<file path="src/rtl/serial_pkg.sv">
// serial_pkg: shared FSM encoding and counter-sizing helper for the serial bit source
package serial_pkg;
  typedef enum logic [1:0] {ST_IDLE, ST_SHIFT, ST_GAP} state_t;
  function automatic int clog2_min1(input int v);
    return (v <= 2) ? 1 : $clog2(v);
  endfunction
endpackage

</file>
<file path="src/rtl/serial_bit_source_bit_tick_div.sv">
// bit_tick_div: DIV-cycle enable counter with clear, ticks on the cycle the count reaches DIV-1
module bit_tick_div
  import serial_pkg::*;
#(
  parameter int DIV = 4
) (
  input  logic clk,
  input  logic rst,
  input  logic i_en,
  input  logic i_clr,
  output logic o_tick
);
  localparam int DW = clog2_min1(DIV);
  logic [DW-1:0] r_cnt;
  assign o_tick = i_en && (r_cnt == DW'(DIV - 1));
  always_ff @(posedge clk or negedge rst)
    if (!rst) r_cnt <= '0;
    else r_cnt <= (i_clr || o_tick) ? '0 : i_en ? r_cnt + 1'b1 : r_cnt;
endmodule

</file>
<file path="src/rtl/serial_bit_source.sv">
// serial_bit_source: MSB-first parallel-to-serial stage; SERIAL_BIT_SOURCE_PARITY_EN appends an even-parity bit
module serial_bit_source
  import serial_pkg::*;
#(
  parameter int WIDTH = 8,
  parameter int DIV   = 4,
  parameter int GAP   = 2
) (
  input  logic             clk,
  input  logic             rst,
  input  logic [WIDTH-1:0] data_in,
  input  logic             data_valid,
  output logic             data_ready,
  output logic             ser_out,
  output logic             ser_valid,
  output logic             busy,
  output logic             done
);
`ifdef SERIAL_BIT_SOURCE_PARITY_EN
  localparam int NBITS = WIDTH + 1;
`else
  localparam int NBITS = WIDTH;
`endif
  localparam int BW      = $clog2(NBITS + 1);
  localparam int GAP_CYC = GAP * DIV;
  localparam int GW      = clog2_min1(GAP_CYC);
  state_t           r_state, w_state_nxt;
  logic [NBITS-1:0] r_shift, w_shift_nxt, w_load;
  logic [BW-1:0]    r_bit_cnt, w_bit_nxt;
  logic [GW-1:0]    r_gap_cnt, w_gap_nxt;
  logic             r_done, w_done_nxt, w_tick;
  // parity rides in the low end of the frame so it leaves right after the LSB
`ifdef SERIAL_BIT_SOURCE_PARITY_EN
  assign w_load = {data_in, ^data_in};
`else
  assign w_load = data_in;
`endif
  bit_tick_div #(.DIV(DIV)) u_div (
    .clk    (clk),
    .rst    (rst),
    .i_en   (r_state == ST_SHIFT),
    .i_clr  (r_state != ST_SHIFT),
    .o_tick (w_tick)
  );
  always_ff @(posedge clk or negedge rst)
    if (!rst) begin
      r_state   <= ST_IDLE;
      r_shift   <= '0;
      r_bit_cnt <= '0;
      r_gap_cnt <= '0;
      r_done    <= 1'b0;
    end else begin
      r_state   <= w_state_nxt;
      r_shift   <= w_shift_nxt;
      r_bit_cnt <= w_bit_nxt;
      r_gap_cnt <= w_gap_nxt;
      r_done    <= w_done_nxt;
    end
  always_comb begin
    w_state_nxt = r_state;
    w_shift_nxt = r_shift;
    w_bit_nxt   = r_bit_cnt;
    w_gap_nxt   = r_gap_cnt;
    w_done_nxt  = 1'b0;
    case (r_state)
      ST_IDLE: if (data_valid) begin
        w_shift_nxt = w_load;
        w_bit_nxt   = '0;
        w_gap_nxt   = '0;
        w_state_nxt = ST_SHIFT;
      end
      ST_SHIFT: if (w_tick) begin
        w_shift_nxt = {r_shift[NBITS-2:0], 1'b0};
        w_bit_nxt   = r_bit_cnt + 1'b1;
        if (r_bit_cnt == BW'(NBITS - 1)) begin
          w_done_nxt  = 1'b1;
          w_gap_nxt   = '0;
          w_state_nxt = (GAP > 0) ? ST_GAP : ST_IDLE;
        end
      end
      ST_GAP: begin
        w_gap_nxt   = r_gap_cnt + 1'b1;
        w_state_nxt = (r_gap_cnt == GW'(GAP_CYC - 1)) ? ST_IDLE : ST_GAP;
      end
      default: w_state_nxt = ST_IDLE;
    endcase
  end
  assign data_ready = (r_state == ST_IDLE);
  assign ser_valid  = (r_state == ST_SHIFT);
  assign busy       = (r_state != ST_IDLE);
  assign ser_out    = ser_valid && r_shift[NBITS-1];
  assign done       = r_done;
endmodule

</file>
<file path="config.mk">
export PLATFORM = sky130hd
export DESIGN_NAME = serial_bit_source
export DESIGN_NICKNAME = d
export VERILOG_FILES = /design/src/rtl/serial_pkg.sv /design/src/rtl/serial_bit_source_bit_tick_div.sv /design/src/rtl/serial_bit_source.sv
export SDC_FILE = /design/constraint.sdc
export NUM_CORES = 1
export LEC_CHECK = 0
export ABC_AREA = 1
export BUFFER_PORTS_ARGS = -buffer_cell sky130_fd_sc_hd__buf_2
export CAP_MARGIN = 20
export CORE_UTILIZATION = 54
export CTS_CLUSTER_DIAMETER = 150
export DETAILED_ROUTE_END_ITERATION = 8
export GPL_TIMING_DRIVEN = 0
export PLACE_DENSITY = 0.73
export SLEW_MARGIN = 15
export SYNTH_ARGS = -nofsm -noshare
export SYNTH_HDL_FRONTEND = slang
export SYNTH_SLANG_ARGS = --single-unit
</file>
<file path="constraint.sdc">
create_clock -name clk -period 1.48 [get_ports clk]
set_input_delay 0.222 -clock clk [delete_from_list [all_inputs] [get_ports clk]]
set_output_delay 0.222 -clock clk [all_outputs]
set_load 0.01 [all_outputs]
</file>
### Word level (Yosys, flattened, before mapping)

Index checks and enable logic that the tools add are counted.

* bits in latches: 0
* bits in writable memories: 0
* memories: 0
* register bits: 20
* bits in read-only memories: 0
* word-level logic and storage cells: 49

* bitwise logic cells: 0
* $mul: 0
* eq/ne operators: 9
* shift-type cells: 0
* reductions and logical operators: 11
* mux-type cells: 20
* order comparisons: 0
* divide/modulo/power cells: 0
* $add $sub $neg: 3

Operator list (count)
* $mux 8: 2
* $pmux 8 s2: 1
* $mux 2: 6
* $mux 3: 3
* $pmux 3 s3: 1
* $mux 4: 2
* $pmux 4 s2: 1
* $ne 2x1->1 const B: 3
* $pmux 2 s3: 1
* $reduce_and 3->1: 2
* $reduce_bool 2->1: 3
* $add 4x1->4 const B: 1
* $eq 2x2->1 const B: 2
* $eq 4x3->1 const B: 1
* $reduce_and 4->1: 1
* $add 3x1->3 const B: 1
* $eq 3x3->1 const B: 1
* $mux 1: 3
* $reduce_bool 3->1: 1
* $add 2x1->2 const B: 1
* $eq 2x1->1 const B: 1
* $logic_and 1x1->1: 2
* $logic_not 2->1: 1
* $ne 2x2->1 const B: 1
* $logic_or 1x1->1: 1

### Logic depth before layout (Yosys ltp)

Gate-level depths: netlist of the first run.

* depth in word-level cells: 4
* depth in mapped cells: 7

### By module

A second synthesis of the first run with hierarchy kept.

* cell total of the unflattened synthesis: 131
* area, all modules: 1053.5 um^2

Modules (own cells, without submodules)
* serial_bit_source: sequential area each 450.4 um^2, times used 1, cells each 115, area each 932.1 um^2
* bit_tick_div: sequential area each 50.0 um^2, times used 1, cells each 16, area each 121.4 um^2

### Least setup slack after synthesis of the first run

OpenSTA, ideal clock, no wires.

* kind: flip-flop to flip-flop
* from: reg u_div.r_cnt[0]
* to: reg r_shift[6]
* data arrival time: 1.043 ns
* library setup time: 0.117 ns
* setup slack: 0.320 ns
* path buffers: 1
* clock period less this slack: 1.160 ns
* stages on the path, launching flop included: 7
* cells stage by stage: dfrtp_1 -> ha_1 -> nand3_4 -> nand2_4 -> buf_12 -> nand2_1 -> o21ai_2

* cells in the longest elaborated chain, start to end: 4

Ends and longest elaborated chain
* from (decl): line serial_bit_source_bit_tick_div.sv:14 `logic [DW-1:0] r_cnt;`
* from (signal assigned): line serial_bit_source_bit_tick_div.sv:18 `else r_cnt <= (i_clr || o_tick) ? '0 : i_en ? r_cnt + 1'b1 : r_cnt;`
* $eq 2x2->1: line serial_bit_source_bit_tick_div.sv:15 `assign o_tick = i_en && (r_cnt == DW'(DIV - 1));`
* $logic_and 1x1->1: line serial_bit_source_bit_tick_div.sv:15
* $ne 2x1->1 (no line)
* $reduce_and 3->1 (no line)
* to (signal assigned): line serial_bit_source.sv:54 `r_shift <= w_shift_nxt;`
* to (decl): line serial_bit_source.sv:28 `logic [NBITS-1:0] r_shift, w_shift_nxt, w_load;`

Every way passes these cells.
A chain may end at the register's enable or synchronous reset.

### Worst setup path after layout of the first run

* from: reg r_state[1]
* to: out busy

* cells in the longest elaborated chain, start to end: 1

Ends and longest elaborated chain
* from (decl): line serial_bit_source.sv:27 `state_t r_state, w_state_nxt;`
* from (signal assigned): line serial_bit_source.sv:53 `r_state <= w_state_nxt;`
* $reduce_bool 2->1: line serial_bit_source.sv:90 `assign busy = (r_state != ST_IDLE);`
* to (decl): line serial_bit_source.sv:16 `output logic busy,`

Every way passes these cells.

==> run_results.csv, run 1 <==
group,metric,value,unit
status,status,"finished, final reports clean",
clock_network,cts.clk_slew.worst_paths,0.10,ns
logic_synthesis,postSynth.asyncResetShare,100,%
logic_synthesis,syn-num-nets,135,
sta,post-route-min-period,1.41,ns
clock_network,worstSkewPairLatency,0.30,ns
place,gp_congestion,0.803,
worst_setup_path,critPathMaxFanout,5,
drt,vias_per_cell,4.95,
worst_setup_path,crit_arrival,1.19,ns
worst_setup_path,r2r.worst_path.cells,8,
place,place_area,0.00116,mm^2
final_layout,finalInstanceArea,0.00125,mm^2
place,place_inst,160,
logic_synthesis,synth_edf_count,0,
floorplanning,initial_core_util,59.2,%
worst_hold_path,hp-class,"primary input to flip-flop",
drt,drtPass1Iterations,4,
power_and_ir_drop,power_density,1840,mW/mm^2
worst_setup_path,cp-start-kind,"flip-flop",
place,post-dp-hpwl,1.35,mm
sta,rsz0062_at_grt,"no",
drt,wl,1.93,mm
power_and_ir_drop,finalPower,2.30,mW
drt,vias,841,
power_and_ir_drop,p_leak,0.670,nW
grt,grt_pass1_vias,740,
logic_synthesis,netlist_instances,120,
final_layout,final_cell_mix,"nand2_1, dfrtp_1, inv_1, buf_2, o21ai_1",
worst_setup_path,endpoint_kind,"primary output",
sta,fmax,710,MHz
sta,setup_viol,0,
worst_hold_path,hold_depth,3,
drt,ant_nets,0,
clock_network,cts_tree,"done",
floorplanning,ios,16,
final_layout,final_common_cell,"nand2_1",
power_and_ir_drop,internal_power,1.34,mW
floorplanning,die_x,46.2,um
final_layout,area_delta_synth_final,18.7,%
power_and_ir_drop,switching_power,0.963,mW
power_and_ir_drop,p_sw_share,41.8,%
final_layout,diodes,0,
grt,grt_max_degree,21,
clock_network,clock_path_buffers,2,
worst_hold_path,hold_end,"r_shift[0]",
logic_synthesis,netlist_area,0.00106,mm^2
final_layout,nets,162,
job,max_cap_violations,0,
worst_hold_path,min_from,"data_in[0]",
logic_synthesis,seq_area_frac_synth,47.4,%
worst_setup_path,worstSetupPathType,"flip-flop to primary output",
power_and_ir_drop,combPwrFrac,51.9,%
final_layout,stdcell_count,170,
sta,setup_tns,0,ns
logic_synthesis,ys_ff_latch,20,
clock_network,cts_made_buffers,3,
grt,track_usage,20.7,%
sta,skew,0.00407,ns
drt,drt_iter0_markers,11,
worst_setup_path,r2r-end,"r_bit_cnt[0]",
sta,post-route-period-util,95.2,%
grt,antenna_found_initial,0,
sta,tightest_slew,0.434,ns
drt,route.detailed.drc,0,
logic_synthesis,synth_flop_cell,"dfrtp_1",
sta,drv_slew,0,
clock_network,clock_tree.root_cell,"clkbuf_4",
power_and_ir_drop,seqPwrFrac,37.2,%
place,port_buffers,15,
worst_setup_path,crit_required,1.26,ns
clock_network,cts.sinks,20,
logic_synthesis,post_synth_num_cell_types,18,
sta,slew_headroom,71.0,%
drt,wl_per_cell,11.4,um
final_layout,layout-drive-gt1-share,31.0,%
floorplanning,core_area,0.00178,mm^2
power_and_ir_drop,pwr-share-clk,10.9,%
logic_synthesis,yosys_warnings,0,
clock_network,cts_max_level,1,
floorplanning,rows,15,
floorplanning,die_h,46.2,um
logic_synthesis,syn_area_per_cell,8.80,um^2
floorplanning,die_area,0.00214,mm^2
grt,grt-ovfl-total,0,
power_and_ir_drop,peakVddDrop,1.02,mV
sta,final-hold-violation-count,0,
grt,grt_pass1_wl,3.11,mm
worst_setup_path,reg2reg_from,"r_state[1]",
worst_setup_path,r2r_setup_slack,0.12,ns
-- power groups by stage --
stage	clock network, mW	registers [mW]	logic [mW]
after global routing	0.281	0.884	1.32
final	0.251	0.857	1.19
after detailed placement	0	0.874	1.02
after floorplan	0	0.846	0.792
after global placement	0	0.868	0.978
after CTS	0.256	0.856	1.09
-- per-stage QoR --
stage	setup WS [ns]	hold WS (ns)	utilization, %
2_1_floorplan	0.320	-0.0736	-
3_3_place_gp	0.224	0.190	65.2
3_5_place_dp	0.196	0.189	65.2
4_1_cts	0.00915	0.176	68.1
5_1_grt	0.0118	0.194	70.3
6_report	0.0716	0.184	70.3
-- cells in the mapped netlist, types with 2 or more instances --
cell     count  area [um^2]
inv_1       16         60.1
o21ai_1      9         45.0
nor2_1       5         18.8
nand2_1     34          128
nand3_1      8         40.0
nand2_4      3         33.8
ha_1         4         50.1
or2_2        2         12.5
o21ai_2      7         61.3
inv_2        2         7.51
dfrtp_1     20          500
o21ai_0      4         20.0
-- sequential cells by signal, summed over array words and instances (netlist names) --
register and flops:
done 1, r_bit_cnt 4, r_gap_cnt 3, r_shift 8, r_state 2, u_div.r_cnt 2
-- timing repair --
| action | 4_1_cts | 5_1_grt |
|---|---|---|
| hold endpoints to repair | 20 | 0 |
| gates cloned | 0 | 0 |
| hold buffers | 1 | 0 |
| resized for setup | 3 | 1 |
| buffers inserted | 2 | 4 |
| endpoints found under the setup margin | 2 | 3 |
| pin swaps | 0 | 1 |
-- per-layer routing --
layer | track usage (%) | share of wire [%]
met3 | 3.53 | 2.3
met5 | 0 | 0
met1 | 26.5 | 46
met4 | 8.82 | 1.2
met2 | 34.1 | 50
-- layout make-up --
class / count / area, um^2
inverters: 18 / 70.1
fillers: 147 / 529
flip-flops and latches: 20 / 503
plain buffers: 2 / 31.3
clock buffers: 3 / 22.5
multi-input cells: 80 / 465
repair buffers: 22 / 130
well taps: 25 / 31.3
-- how the worst max path moves through the flow --
stage | from | to | slack (ns) | cells past startpoint
floorplan | u_div.r_cnt[0] | r_shift[6] | 0.32 | 6
global placement | r_state[1] | ser_out | 0.22 | 5
detailed placement | r_state[1] | ser_out | 0.20 | 5
CTS | r_state[1] | busy | 0.009 | 4
global route | r_state[1] | ser_out | 0.01 | 5
finish | r_state[1] | busy | 0.07 | 4
-- worst max-delay path: stages (launching register included) --
cell,delay [ns]
dfrtp_2,0.44
buf_4,0.17
nor2_4,0.11
inv_1,0.04
buf_2,0.13
-- cells by family after synthesis --
kind of cell | Yosys count | synth area share [%]
flip-flops | 20 | 47.4
buffers and inverters | 20 | 9.36
AO/OA/AOI/OAI | 20 | 12.0
AND/OR/NAND/NOR | 56 | 26.5
adder cells (fa/ha/maj) | 4 | 4.74
(Power assumes the default switching activity.)
==> run 2: changes to the inputs <==
ABC_AREA = 0   (was 1)
CORE_MARGIN = 10   (was unset)
PLACE_DENSITY = 0.74   (was 0.73)
==> run 2 against run 1 <==
  * The flow now finishes with violations (negative setup slack)
  * Synthesized cell count shrank 25%
  * Clock skew rose by 0.0027 ns
  * Routed wire length grew 7.3%
==> run_results.csv, run 2 <==
group,metric,value,unit
sta,rsz0062_at_grt,"yes",
logic_synthesis,muxShareOfSynthArea,19.7,%
logic_synthesis,netlist_area,0.00102,mm^2
drt,route.detailed.drc,0,
final_layout,multi_input_area,531,um^2
final_layout,final_cell_mix,"dfrtp_1, buf_2, mux2_2, buf_4, inv_1",
final_layout,area_delta_synth_final,29.3,%
sta,post-route-period-util,102,%
sta,setup_viol,4,
clock_network,cts_max_level,1,
sta,setup_tns,-0.103,ns
power_and_ir_drop,power_density,1780,mW/mm^2
worst_setup_path,path_depth,4,
logic_synthesis,post_synth_num_cell_types,30,
worst_setup_path,crit_required,1.26,ns
logic_synthesis,synthSimpleGateAreaFrac,11.6,%
place,place_inst,130,
drt,ant_nets,0,
final_layout,nets,132,
status,status,"complete, but fails checks",
place,gp_congestion,0.729,
sta,fmax,660,MHz
logic_synthesis,synth_edf_count,0,
worst_hold_path,hp-class,"primary input to flip-flop",
drt,vias_per_cell,5.28,
worst_setup_path,slowest_delay,0.41,ns
place,port_buffers,15,
sta,tightest_slew,0.441,ns
sta,final-hold-violation-count,0,
logic_synthesis,synth_flop_cell,"dfrtp_1",
drt,vias,744,
sta,skew,0.00677,ns
worst_setup_path,cp_slowest_cell,"dfrtp_1",
grt,grt_pass1_vias,746,
drt,drtPass1Iterations,4,
final_layout,final_common_cell,"dfrtp_1",
floorplanning,ios,16,
final_layout,largest_register,"r_shift",
clock_network,worstSkewPairLatency,0.31,ns
worst_setup_path,r2r-end,"r_shift[4]",
sta,drv_slew,0,
logic_synthesis,synth_xor_area_share,0.862,%
place,post-dp-hpwl,1.33,mm
clock_network,cts.clk_slew.worst_paths,0.11,ns
worst_setup_path,endpoint_kind,"primary output",
logic_synthesis,yosysMostFrequentCell,"dfrtp_1",
status,violations,"negative setup slack",
final_layout,stdcell_count,141,
power_and_ir_drop,peakVddDrop,1.17,mV
sta,slew_headroom,70.6,%
logic_synthesis,ys_top_cells_by_count,"dfrtp_1, mux2_2, inv_1",
floorplanning,die_h,63.4,um
floorplanning,die_area,0.00402,mm^2
power_and_ir_drop,p_leak,0.664,nW
floorplanning,die_x,63.4,um
final_layout,seq_area,502,um^2
final_layout,final_core_util,74.5,%
logic_synthesis,syn_area_per_cell,11.3,um^2
clock_network,clock_path_buffers,2,
logic_synthesis,synth_compound_area_share,9.48,%
final_layout,largest_reg_flops,8,
grt,grt_pass1_wl,3.48,mm
final_layout,layout-drive-gt1-share,46.6,%
drt,wl,2.07,mm
worst_setup_path,endpoint,"ser_out",
worst_setup_path,crit_family,"flip-flops",
grt,grt-ovfl-total,0,
grt,antenna_found_initial,0,
logic_synthesis,seq_area_frac_synth,49.3,%
logic_synthesis,postSynth.asyncResetShare,100,%
logic_synthesis,yosys_warnings,0,
clock_network,clock_tree.root_cell,"clkbuf_4",
worst_setup_path,critPathMaxFanout,7,
sta,post-route-min-period,1.52,ns
logic_synthesis,synth_area_leaders,"dfrtp_1, mux2_2, ha_1",
worst_setup_path,worstSetupPathType,"flip-flop to primary output",
worst_setup_path,reg2reg_from,"r_state[0]",
logic_synthesis,synth_top_family_by_area,"multiplexers",
place,pre_cts_ws,-0.160,ns
sta,fin_ws,-0.0353,ns
worst_setup_path,crit_buf_inv,2,
clock_network,cts.sinks,20,
floorplanning,rows,15,
floorplanning,core_area,0.00176,mm^2
final_layout,diodes,0,
job,max_cap_violations,0,
logic_synthesis,ys_ff_latch,20,
clock_network,cts_tree,"done",
logic_synthesis,syn-num-nets,105,
grt,grt_max_degree,21,
clock_network,cts_made_buffers,3,
drt,drt_iter0_markers,16,
worst_setup_path,cp-start-kind,"flip-flop",
worst_setup_path,cp_cell_sequence,"or2b_4 > clkinv_4 > and2_4 > buf_6",
worst_setup_path,crit_start,"r_state[1]",
worst_setup_path,r2r_setup_slack,-0.03,ns
drt,wl_per_cell,14.7,um
grt,track_usage,10.3,%
logic_synthesis,netlist_instances,90,
floorplanning,initial_core_util,57.6,%
logic_synthesis,synthAdderAreaFrac,4.93,%
final_layout,top_regs,"r_shift (8), r_bit_cnt (4), r_gap_cnt (3)",
logic_synthesis,yosysTopAreaCell,"dfrtp_1",
logic_synthesis,synth_top_cell_area_share,49.3,%
power_and_ir_drop,finalPower,2.34,mW
final_layout,n_fill_cell,123,
worst_setup_path,r2r.worst_path.cells,4,
worst_setup_path,crit_arrival,1.29,ns
[run 2: layout make-up]
type	instances	area share, %
plain buffers	3	2.00
clock buffers	3	1.71
flip-flops and latches	20	38.2
inverters	8	2.67
well taps	25	2.38
repair buffers	22	10.4
clock inverters	1	2.29
multi-input cells	59	40.4
[run 2: cell families (layout without fill, tap and decap cells)]
family,count (synthesis),count (layout)
AO/OA/AOI/OAI,15,15
XOR/XNOR,1,1
adder cells (fa/ha/maj),4,4
buffers and inverters,11,37
flip-flops,20,20
multiplexers,18,18
AND/OR/NAND/NOR,21,21
[run 2: worst register-to-register path: stages (launching register included)]
cell     delay (ns)
dfrtp_2        0.43
buf_4          0.16
mux2i_4        0.21
nor2_4         0.25
mux2_2         0.37
[run 2: routing by layer]
layer / global-route usage (%) / up-vias / wire, um
met5: 0 / - / 0
met4: 3.28 / 0 / 23
met3: 2.83 / 2 / 119
met2: 17.1 / 18 / 969
met1: 12.5 / 351 / 961
li1: - / 373 / -
[run 2: worst min-delay path by stage]
stage	slack, ns	endpoint	depth (start not counted)	from
after global routing	0.14	r_shift[0]	3	data_in[0]
after floorplan	-0.07	done	0	rst
after CTS	0.12	r_shift[0]	3	data_in[0]
after global placement	0.19	r_shift[0]	1	rst
final	0.12	r_shift[0]	3	data_in[0]
after detailed placement	0.20	r_shift[0]	1	rst
[run 2: report_power, final]
group / total [mW] / switching (mW) / internal [mW]
Clock: 0.455 / 0.181 / 0.274
Combinational: 1.02 / 0.430 / 0.588
Sequential: 0.871 / 0.134 / 0.736
[run 2: metrics by stage]
step           instance area (um^2)  hold slack (ns)
6_report                       1310            0.123
5_1_grt                        1310            0.138
4_1_cts                        1260            0.123
3_5_place_dp                   1130            0.196
3_3_place_gp                   1130            0.191
2_1_floorplan                  1020          -0.0736
[run 2: repair_timing]
| item | CTS | global route |
|---|---|---|
| setup endpoints to repair | 12 | 11 |
| endpoints found under the hold margin | 20 | 0 |
| pin swaps | 2 | 1 |
| gates resized for setup | 13 | 11 |
| hold buffers | 1 | 0 |
| setup buffers | 3 | 3 |
==> run 3: changes to the inputs <==
TNS_END_PERCENT = 10   (was unset)
clock period = 1.65 ns   (was 1.48 ns; I/O delays follow)
==> run 3 against run 2 <==
  * Clock power is 38% lower
  * Non-clock buffer count is 4 lower
  * Hold slack better by 0.038 ns
  * Power is 22% lower
  * Routed wire length is 10% lower
  * Design area is 7.0% lower
  * Cell count is 2.8% lower
  * Largest cell class is now flip-flops and latches
  * Utilization is 5.2 points lower
  * First-iteration DRC count is 31% lower
  * Sequential power is 11% lower
  * The run now ends clean
  * Critical path type unchanged
  * Via count is 2.3% lower
  * Count of clock-buffer cells in the layout is 1 higher
  * Highest routed layer unchanged
==> run_results.csv, run 3 (synthesis gave the netlist of run 2 again) <==
group,metric,value,unit
clock_network,worstSkewPairLatency,0.30,ns
place,place_area,0.00112,mm^2
final_layout,final_common_cell,"dfrtp_1",
sta,fmax,620,MHz
drt,vias_per_cell,5.31,
worst_setup_path,cp_cell_sequence,"or2b_4 > clkinv_4 > and2_4 > buf_6",
grt,grt_max_degree,21,
power_and_ir_drop,power_density,1490,mW/mm^2
sta,setup_viol,0,
final_layout,n_fill_cell,145,
clock_network,cts_made_buffers,3,
grt,antenna_found_initial,0,
sta,rsz0062_at_grt,"yes",
sta,drv_slew,0,
clock_network,cts_tree,"done",
place,place_inst,130,
floorplanning,rows,15,
drt,wl,1.86,mm
drt,drt_iter0_markers,11,
final_layout,nets,128,
worst_setup_path,crit_arrival,1.36,ns
final_layout,largest_register,"r_shift",
place,gp_congestion,0.738,
drt,vias,727,
place,post-dp-hpwl,1.36,mm
worst_setup_path,r2r-end,"r_shift[4]",
status,status,"finished, final reports clean",
drt,wl_met2,877,um
final_layout,largest_reg_flops,8,
sta,fin_ws,0.0377,ns
worst_hold_path,min_from,"data_in[0]",
sta,tightest_slew,0.438,ns
final_layout,final_cell_mix,"dfrtp_1, mux2_2, buf_2, inv_1, nand2_1",
worst_hold_path,hold_depth,3,
worst_setup_path,r2r_setup_slack,0.11,ns
power_and_ir_drop,finalPower,1.82,mW
worst_setup_path,endpoint_kind,"primary output",
floorplanning,core_area,0.00176,mm^2
sta,setup_tns,0,ns
worst_setup_path,reg2reg_from,"u_div.r_cnt[0]",
worst_setup_path,cp_slowest_cell,"dfrtp_2",
grt,grt-ovfl-total,0,
clock_network,cts_max_level,1,
grt,grt_pass1_wl,3.29,mm
floorplanning,ios,16,
grt,track_usage,9.66,%
place,port_buffers,15,
job,max_cap_violations,0,
drt,ant_nets,0,
floorplanning,die_h,63.4,um
drt,highest_layer,"met4",
floorplanning,die_area,0.00402,mm^2
drt,met1_length,846,um
worst_setup_path,cp-start-kind,"flip-flop",
worst_setup_path,crit_buf_inv,2,
place,pre_cts_ws,0.00198,ns
worst_setup_path,critPathMaxFanout,7,
final_layout,diodes,0,
final_layout,layout-drive-gt1-share,42.9,%
drt,drtPass1Iterations,4,
sta,final-hold-violation-count,0,
final_layout,finalInstanceArea,0.00122,mm^2
floorplanning,die_x,63.4,um
sta,slew_headroom,70.8,%
clock_network,clock_tree.root_cell,"clkbuf_4",
sta,post-route-min-period,1.61,ns
worst_setup_path,crit_required,1.40,ns
sta,skew,0.00843,ns
worst_setup_path,r2r.worst_path.cells,5,
clock_network,cts.sinks,20,
drt,route.detailed.drc,0,
floorplanning,initial_core_util,57.6,%
power_and_ir_drop,peakVddDrop,0.877,mV
grt,grt_pass1_vias,757,
power_and_ir_drop,p_leak,0.621,nW
final_layout,area_delta_synth_final,20.2,%
worst_setup_path,crit_start,"r_state[1]",
worst_setup_path,worstSetupPathType,"flip-flop to primary output",
drt,wl_per_cell,13.6,um
worst_hold_path,hold_end,"r_shift[0]",
clock_network,cts.clk_slew.worst_paths,0.12,ns
sta,whs,0.161,ns
final_layout,final_core_util,69.2,%
drt,wl_met3,129,um
sta,post-route-period-util,97.7,%
worst_hold_path,hp-class,"primary input to flip-flop",
worst_setup_path,slowest_delay,0.46,ns
clock_network,clock_path_buffers,2,
final_layout,stdcell_count,137,
worst_setup_path,crit_family,"flip-flops",
final_layout,top_regs,"r_shift (8), r_bit_cnt (4), r_gap_cnt (3)",
run 3: changes by cell type in the layout (fill, tap and decap cells not counted), sizes merged:
cell	before	now
buf	23	17
bufinv	1	0
clkbuf	4	7
run 3: worst reg2reg max path, cell delays in order (launching register included):
cell      delay (ns)
dfrtp_1         0.39
ha_1            0.19
clkbuf_4        0.17
mux2i_2         0.29
nor2_4          0.11
mux2_2          0.29
run 3: worst max-delay path by stage:
stage / to / slack, ns / cells after the start
final: ser_out / 0.04 / 4
after global routing: ser_out / -0.03 / 4
after CTS: ser_out / -0.008 / 4
after detailed placement: r_shift[4] / 0.002 / 5
after global placement: r_shift[4] / 0.03 / 5
after floorplan: r_shift[1] / 0.09 / 4
run 3: final cells by class:
class	instances	area, um^2	share of cell area, %
sequential	20	503	41.2
inverter	8	35.0	2.87
tap	25	31.3	2.56
timing repair buffer	18	106	8.71
multi-input combinational	59	492	40.3
clock buffer	4	36.3	2.97
buffer	3	17.5	1.43
run 3: what timing repair did:
action | 4_1_cts | 5_1_grt
buffers inserted | 2 | 0
endpoints found under the hold margin | 20 | 0
hold buffers | 1 | 0
setup endpoints to repair | 11 | 11
gates resized for setup | 7 | 6
pin swaps | 0 | 1
run 3: per-layer routing:
metal / vias up / track usage, %
li1: 362 / -
met3: 2 / 3.36
met2: 17 / 16.1
met4: 0 / 3.28
met1: 346 / 11.2
met5: - / 0
run 3: power by group:
group,switching (mW),internal (mW),leakage (nW)
Clock,0.146,0.134,0.0210
Sequential,0.119,0.661,0.257
Combinational,0.334,0.427,0.343
Total,0.599,1.22,0.621
